## config.mk

```make
export PLATFORM = sky130hd
export DESIGN_NAME = uart_rx_flat
export DESIGN_NICKNAME = d
export VERILOG_FILES = /design/src/rtl/uart_rx_if.sv /design/src/rtl/uart_rx.sv /design/src/flat_wrapper.sv
export SDC_FILE = /design/constraint.sdc
export NUM_CORES = 1
export LEC_CHECK = 0
export ABC_CLOCK_PERIOD_IN_PS = 1600
export CAP_MARGIN = 15
export CORE_ASPECT_RATIO = 1.25
export CORE_MARGIN = 3
export CORE_UTILIZATION = 45
export DETAILED_ROUTE_END_ITERATION = 7
export HOLD_SLACK_MARGIN = 0.03
export PLACE_DENSITY = 0.69
export SKIP_CTS_REPAIR_TIMING = 1
export SLEW_MARGIN = 5
export SYNTH_ARGS = -nofsm -noshare
export SYNTH_HDL_FRONTEND = slang
export SYNTH_SLANG_ARGS = --single-unit
export TNS_END_PERCENT = 10
```

## constraint.sdc

```tcl
create_clock -name clk -period 1.6 [get_ports clk]
set_input_delay 0.48 -clock clk [delete_from_list [all_inputs] [get_ports clk]]
set_output_delay 0.48 -clock clk [all_outputs]
set_load 0.01 [all_outputs]
```

## src/rtl/uart_rx_if.sv

```systemverilog
// Serial-receive bundle: line input plus received word and status strobes.
interface uart_rx_if #(
    parameter int DATA_BITS = 8
);
    logic                 rx;
    logic [DATA_BITS-1:0] data;
    logic                 valid;
    logic                 frame_err;
    logic                 busy;

    modport master (output rx, input data, valid, frame_err, busy);
    modport slave  (input rx, output data, valid, frame_err, busy);
endinterface

```

## src/rtl/uart_rx.sv

```systemverilog
// UART receiver: 2-flop synchronized line, mid-bit sampling, LSB-first data, break hold-off.
module uart_rx #(
    parameter int CLOCKS_PER_BIT = 4,
    parameter int DATA_BITS      = 8
) (
    input logic      clk,
    input logic      rst,
    uart_rx_if.slave bus
);
    localparam int BW = $clog2(CLOCKS_PER_BIT);
    localparam int CW = (DATA_BITS > 1) ? $clog2(DATA_BITS) : 1;
    localparam logic [BW-1:0] HALF = BW'(CLOCKS_PER_BIT / 2 - 1);
    localparam logic [BW-1:0] LAST = BW'(CLOCKS_PER_BIT - 1);
    localparam logic [CW-1:0] LAST_BIT = CW'(DATA_BITS - 1);

    typedef enum logic [2:0] {IDLE, START, DATA, STOP, BREAK} state_t;

    state_t               state, state_next;
    logic [1:0]           sync;
    logic                 rx_s;
    logic [BW-1:0]        baud, baud_next;
    logic [CW-1:0]        bit_cnt, bit_next;
    logic [DATA_BITS-1:0] shift, shift_next;
    logic [DATA_BITS-1:0] data_q, data_next;
    logic                 valid_q, valid_next;
    logic                 ferr_q, ferr_next;

    assign rx_s = sync[1];

    always_ff @(posedge clk) begin
        if (rst) begin
            state   <= IDLE;
            sync    <= 2'b11;
            baud    <= '0;
            bit_cnt <= '0;
            shift   <= '0;
            data_q  <= '0;
            valid_q <= 1'b0;
            ferr_q  <= 1'b0;
        end else begin
            state   <= state_next;
            sync    <= {sync[0], bus.rx};
            baud    <= baud_next;
            bit_cnt <= bit_next;
            shift   <= shift_next;
            data_q  <= data_next;
            valid_q <= valid_next;
            ferr_q  <= ferr_next;
        end
    end

    always_comb begin
        state_next = state;
        baud_next  = BW'(baud + 1'b1);
        bit_next   = bit_cnt;
        shift_next = shift;
        data_next  = data_q;
        valid_next = 1'b0;
        ferr_next  = 1'b0;
        case (state)
            IDLE: begin
                baud_next = '0;
                if (!rx_s) state_next = START;
            end
            START: begin
                if (baud == HALF) begin
                    baud_next  = '0;
                    bit_next   = '0;
                    state_next = rx_s ? IDLE : DATA;
                end
            end
            DATA: begin
                if (baud == LAST) begin
                    baud_next  = '0;
                    shift_next = {rx_s, shift[DATA_BITS-1:1]};
                    if (bit_cnt == LAST_BIT) state_next = STOP;
                    else                     bit_next   = CW'(bit_cnt + 1'b1);
                end
            end
            STOP: begin
                if (baud == LAST) begin
                    baud_next = '0;
                    if (rx_s) begin
                        data_next  = shift;
                        valid_next = 1'b1;
                        state_next = IDLE;
                    end else begin
                        ferr_next  = 1'b1;
                        state_next = BREAK;
                    end
                end
            end
            BREAK: begin
                // line must return high before a new start edge is considered
                baud_next = '0;
                if (rx_s) state_next = IDLE;
            end
            default: begin
                baud_next  = '0;
                state_next = IDLE;
            end
        endcase
    end

    assign bus.data      = data_q;
    assign bus.valid     = valid_q;
    assign bus.frame_err = ferr_q;
    assign bus.busy      = (state != IDLE);

    a_baud_range: assert property (@(posedge clk) disable iff (rst)
        32'(baud) < CLOCKS_PER_BIT);
    a_bit_range: assert property (@(posedge clk) disable iff (rst)
        32'(bit_cnt) < DATA_BITS);
    a_excl: assert property (@(posedge clk) disable iff (rst)
        !(valid_q && ferr_q));
    a_idle: assert property (@(posedge clk) disable iff (rst)
        !bus.busy |-> state == IDLE);
endmodule

```

## src/flat_wrapper.sv

```systemverilog
// flat-port wrapper written by rule: the top's interface ports become plain ports
module uart_rx_flat 
#(
    parameter int CLOCKS_PER_BIT = 4,
    parameter int DATA_BITS      = 8
)
  (clk, rst, bus_rx, bus_data, bus_valid, bus_frame_err, bus_busy);
  uart_rx_if #(.DATA_BITS(DATA_BITS)) bus_i ();
  input logic clk;
  input logic rst;
  input wire logic [$bits(bus_i.rx)-1:0] bus_rx;
  output wire logic [$bits(bus_i.data)-1:0] bus_data;
  output wire logic [$bits(bus_i.valid)-1:0] bus_valid;
  output wire logic [$bits(bus_i.frame_err)-1:0] bus_frame_err;
  output wire logic [$bits(bus_i.busy)-1:0] bus_busy;
  assign bus_i.rx = bus_rx;
  assign bus_data = bus_i.data;
  assign bus_valid = bus_i.valid;
  assign bus_frame_err = bus_i.frame_err;
  assign bus_busy = bus_i.busy;
  uart_rx #(.CLOCKS_PER_BIT(CLOCKS_PER_BIT), .DATA_BITS(DATA_BITS)) u_core (.clk(clk), .rst(rst), .bus(bus_i));
endmodule
```

# ---- Yosys cells after proc, flatten, opt, wreduce, memory -nomap -nowiden
# Cells that the tools add are included.
dict set report totals {
  reg_bits 28
  word_cells 53
  output_inout_bits 11
  in_bits 3
}
dict set report op_classes {
  n_addsub 2
  n_eq_ne 14
  mux 18
  n_reduce_logical 9
  n_bitwise 2
}
# cell count
set ops {}
lappend ops {{3-bit 2-to-1 mux} 10}
lappend ops {{3-bit one-hot mux with 5 select lines} 1}
lappend ops {{2-bit by 1-bit != test with 1-bit output (second input constant)} 5}
lappend ops {{3-bit by 2-bit == test with 1-bit output (second input constant)} 2}
lappend ops {{3-bit == test (second input constant)} 2}
lappend ops {{2-bit 2-to-1 mux} 3}
lappend ops {{3-bit one-hot mux with 2 select lines} 1}
lappend ops {{6-bit AND reduction} 1}
lappend ops {{2-bit != test (second input constant)} 2}
lappend ops {{2-bit one-hot mux with 2 select lines} 1}
lappend ops {{4-bit AND reduction} 1}
lappend ops {{3-bit by 1-bit adder with 3-bit output (second input constant)} 1}
lappend ops {{3-bit by 1-bit == test with 1-bit output (second input constant)} 1}
lappend ops {{3-bit zero test} 1}
lappend ops {{3-bit AND reduction} 1}
lappend ops {{3-bit nonzero test} 1}
lappend ops {{3-bit OR reduction} 1}
lappend ops {{2-bit by 1-bit adder with 2-bit output (second input constant)} 1}
lappend ops {{2-bit by 1-bit == test with 1-bit output (second input constant)} 1}
lappend ops {{2-bit == test (second input constant)} 1}
lappend ops {{1-bit 2-to-1 mux} 2}
lappend ops {{1-bit NOT} 2}
lappend ops {{2-bit AND reduction} 1}
lappend ops {{2-bit nonzero test} 1}
lappend ops {{2-bit OR reduction} 1}

# ---- Logic depth before layout (Yosys ltp)
# Gate-level depths: netlist (run 1).
dict set report depth {
  word_depth 4
  mapped_depth 6
}

# ---- Least setup slack after synthesis (run 1)
# OpenSTA, ideal clock, no wires.
dict set report synth_timing {
  path_kind {flip-flop to flip-flop}
  from {register u_core.baud[0]}
  to {register u_core.shift[0]}
  arrival_ps 1301
  slack_ps 172
  required_time_ps 1472
  setup_time_ps 128
  n_path_buf 1
  path_stages_with_launch 7
  period_less_slack_ps 1428
  cell_sequence {dfxtp_1 ha_1 inv_1 nor4b_2 buf_6 mux2i_1 nor2_1}
}
dict set report synth_via {
  elab_chain_cells 2
}
# item line_no
set synth_rtl {}
lappend synth_rtl {{from (decl)} uart_rx.sv:21} ;# logic [BW-1:0] baud, baud_next;
lappend synth_rtl {{from (signal assigned)} uart_rx.sv:43} ;# baud <= baud_next;
lappend synth_rtl {{2-bit == test} uart_rx.sv:73} ;# if (baud == LAST) begin
lappend synth_rtl {{2-bit AND reduction (no source line)} --}
lappend synth_rtl {{to (signal assigned)} uart_rx.sv:45} ;# shift <= shift_next;
lappend synth_rtl {{to (decl)} uart_rx.sv:23} ;# logic [DATA_BITS-1:0] shift, shift_next;
# No other way between the ends.
# A chain may end at the register's enable or synchronous reset.

# ---- Worst setup path after layout (run 1)
dict set report layout_timing {
  from {register u_core.state[2]}
  to {output bus_busy}
}
dict set report layout_via {
  elab_chain_cells 1
}
# item line_no
set layout_rtl {}
lappend layout_rtl {{from (decl)} uart_rx.sv:18} ;# state_t state, state_next;
lappend layout_rtl {{from (signal assigned)} uart_rx.sv:41} ;# state <= state_next;
lappend layout_rtl {{3-bit nonzero test} uart_rx.sv:108} ;# assign bus.busy = (state != IDLE);
lappend layout_rtl {{to (decl)} flat_wrapper.sv:15} ;# output wire logic [$bits(bus_i.busy)-1:0] bus_busy;
# No other way between the ends.

==> results of run 1 <==
[layer usage]
layer	up-vias	share of wire [%]
li1	444	-
met1	403	41
met2	9	54
met3	2	3.0
met4	0	1.0
met5	-	0
[report_power, final]
group          total (W)  switching (W)  internal [W]  leakage [nW]
Sequential      0.000706     0.00000362      0.000702         0.227
Combinational  0.0000540      0.0000293     0.0000246         0.538
Clock           0.000274       0.000186     0.0000879        0.0138
Total            0.00103       0.000219      0.000815         0.779
[cell usage after synthesis (2+ instances only)]
| cell | number | area (um2) |
|---|---|---|
| sky130_fd_sc_hd__dfxtp_1 | 28 | 561 |
| sky130_fd_sc_hd__nor2_1 | 20 | 75.1 |
| sky130_fd_sc_hd__mux2i_1 | 17 | 170 |
| sky130_fd_sc_hd__nand2_1 | 8 | 30.0 |
| sky130_fd_sc_hd__ha_1 | 5 | 62.6 |
| sky130_fd_sc_hd__inv_1 | 5 | 18.8 |
| sky130_fd_sc_hd__nor3_1 | 4 | 20.0 |
| sky130_fd_sc_hd__buf_6 | 3 | 33.8 |
| sky130_fd_sc_hd__clkbuf_1 | 3 | 11.3 |
| sky130_fd_sc_hd__a21oi_1 | 2 | 10.0 |
| sky130_fd_sc_hd__buf_2 | 2 | 10.0 |
| sky130_fd_sc_hd__mux2_2 | 2 | 22.5 |
| sky130_fd_sc_hd__nand3_1 | 2 | 10.0 |
| sky130_fd_sc_hd__nor4b_2 | 2 | 30.0 |
| sky130_fd_sc_hd__o21ai_0 | 2 | 10.0 |
| sky130_fd_sc_hd__or2_2 | 2 | 12.5 |
[per-stage QoR]
stage / power [W] / instances
2_1_floorplan: 0.000757 / 122
3_3_place_gp: 0.000775 / 167
3_5_place_dp: 0.000776 / 167
4_1_cts: 0.00105 / 170
5_1_grt: 0.00109 / 170
6_report: 0.00103 / 170
[final cells by class]
type	count	area [um2]	area share, %
sequential	28	563	39.2
inverter	5	18.8	1.31
clock buffer	3	22.5	1.57
timing repair buffer	20	210	14.6
tap	33	41.3	2.87
multi-input combinational	81	581	40.4
[critical path: stages (launching register included)]
cell,delay (ns)
sky130_fd_sc_hd__dfxtp_1,0.33
sky130_fd_sc_hd__or3_1,0.35
sky130_fd_sc_hd__dlymetal6s2s_1,0.17
[flip-flops by register name, summed over array words and instances (netlist names)]
signal	count
u_core.bus.data	8
u_core.shift	8
u_core.bit_cnt	3
u_core.state	3
u_core.baud	2
u_core.sync	2
u_core.bus.frame_err	1
u_core.bus.valid	1
[how the worst max path moves through the flow]
stage                                        end                         start  slack (ns)
floorplan           u_core.shift[0]$_SDFFE_PP0P_     u_core.baud[0]$_SDFF_PP0_        0.17
global placement    u_core.state[0]$_SDFFE_PP0P_                           rst       -0.02
detailed placement  u_core.state[0]$_SDFFE_PP0P_                           rst       -0.06
CTS                                     bus_busy  u_core.state[2]$_SDFFE_PP0P_       -0.39
global route                            bus_busy  u_core.state[2]$_SDFFE_PP0P_       -0.12
finish                                  bus_busy  u_core.state[2]$_SDFFE_PP0P_       -0.05
[kinds of logic after synthesis]
group | synth area share [%]
buf+inv | 6.14
simple gates | 20.9
compound gates | 5.10
mux | 16.0
flops | 46.6
fa+ha+maj | 5.20
==> flow_metrics.py, run 1 <==
metrics = {
    "timing": {
        "final.setup.worst_slack_ns": -0.0538,
        "fin_skew_ns": 0.0111,
        "hold_violations": 0,
        "rsz_0062_raised_after_global_routing": "true",
        "setup_viol": 1,
        "rel_slew_slack_pct": 79.7,
        "fmax_ghz": 0.605,
        "finalHoldWorstSlack_ns": 0.430,
        "setup_total_negative_slack_ns": -0.0538,
        "min_period_ns": 1.65,
        "final-max-slew-violation-count": 0,
        "final_min_period_over_clock_period_pct": 103,
        "worst_slew_pin_slew_ns": 0.304,
    },
    "logic_synthesis": {
        "dominantRegCellSynth": "sky130_fd_sc_hd__dfxtp_1",
        "synth_enable_flop_cells": 0,
        "synth_async_sr_flop_share_pct": 0,
        "post_synth_num_cell_types": 31,
        "ys_seq_elements": 28,
        "syn_area_per_cell_um2": 9.86,
        "syn-cell-area_um2": 1200,
        "yosys_warnings": 0,
        "synth_sequential_area_ratio_pct": 46.6,
        "syn_inst": 122,
        "mappedNetlistNets": 130,
    },
    "critical_path": {
        "worst_setup_path_start_kind": "flip-flop",
        "cp_max_fo": 2,
        "regToRegEndpoint": "u_core.shift[0]$_SDFFE_PP0P_",
        "crit_arrival_ns": 1.17,
        "ff2ff_setup_slack_ns": 0.09,
        "critical_path_required_ns": 1.12,
        "rr_worst_depth": 6,
        "crit_path_kind": "flip-flop to output pin",
        "endpoint_kind": "output pin",
        "rr_startpoint": "u_core.baud[0]$_SDFF_PP0_",
    },
    "grt": {
        "antenna_found_initial": 0,
        "global_route_wire_length_before_repair_um": 3790,
        "grtUsageMet2_pct": 27.4,
        "grt_util_met3_pct": 2.10,
        "use_met1_pct": 16.3,
        "globalRoute.busiestLayer": "met2",
        "grt_pass1_vias": 898,
        "globalRoute.totalOverflow": 0,
        "globalRouteTotalUtil_pct": 14.8,
        "maximum_number_of_pins_on_one_net_before_global_route_repair": 22,
    },
    "place": {
        "io_buffers": 13,
        "dp.final_hpwl_um": 1490,
        "place_worst_setup_slack_ns": -0.0614,
        "detailed_place.area_um2": 1370,
        "gp_routability_congestion": 0.727,
    },
    "floorplan": {
        "x_dimension_of_the_die_um": 52.2,
        "core.rowCount": 20,
        "num_io_pins": 14,
        "placeable_core_region_um2": 2500,
        "floorplan.initialDensity_pct": 48.0,
        "design.die.area_um2": 3330,
        "die_height_um": 63.8,
    },
    "finish": {
        "postLayoutCoreUtil_pct": 57.4,
        "area.growth.synth_to_final_pct": 19.5,
        "layout.cells.most_common": "sky130_fd_sc_hd__dfxtp_1",
        "antennaDiodeCount": 0,
        "final_layout_size_suffix_gt1_share_pct": 16.1,
        "final_nets": 147,
        "layout_common_cells": "sky130_fd_sc_hd__dfxtp_1 (26), sky130_fd_sc_hd__nor2_1 (20), sky130_fd_sc_hd__mux2i_1 (17)",
        "final_area_um2": 1440,
        "n_fill_cell": 233,
    },
    "route": {
        "firstDrtPassIters": 4,
        "routed-via-count": 858,
        "drc": 0,
        "route.detailed.wl_per_inst_um": 12.2,
        "viasPerCell": 5.05,
        "ant_nets": 0,
        "detailedRoute.firstIterationViolations": 18,
        "wl_um": 2080,
    },
    "min_path": {
        "timing.hold.worst.class": "flip-flop to flip-flop",
        "timing.hold.worst.start": "u_core.sync[0]$_SDFF_PP1_",
        "whs_path_depth": 1,
        "timing.hold.worst_endpoint": "u_core.sync[1]$_SDFF_PP1_",
    },
    "run_status": {
        "run_status": "finished, violations left",
        "violations": "negative setup slack",
    },
    "clock_network": {
        "numClockSinks": 28,
        "tritoncts": "yes",
        "cts_inserted_buffers": 3,
        "worst_skew_pair.late_latency_ns": 0.31,
        "cts_htree_levels": 1,
        "clockBufferDepth": 2,
        "clk_pin_slew_ns": 0.14,
        "clock_tree.root_cell": "sky130_fd_sc_hd__clkbuf_4",
    },
    "pwr": {
        "irDropWorstVdd_uv": 396,
        "power.leakage_nw": 0.779,
        "cellPowerDensity_nw_per_um2": 720,
    },
    "flow_run": {
        "maxCapViolations": 0,
    },
}
Power figures use the tool's default switching activity.
==> run 2: changes to the inputs <==
ABC_AREA = 0   (was unset)
==> results of run 2 <==
The final DEF is identical to that of run 1; final timing and power are the same.
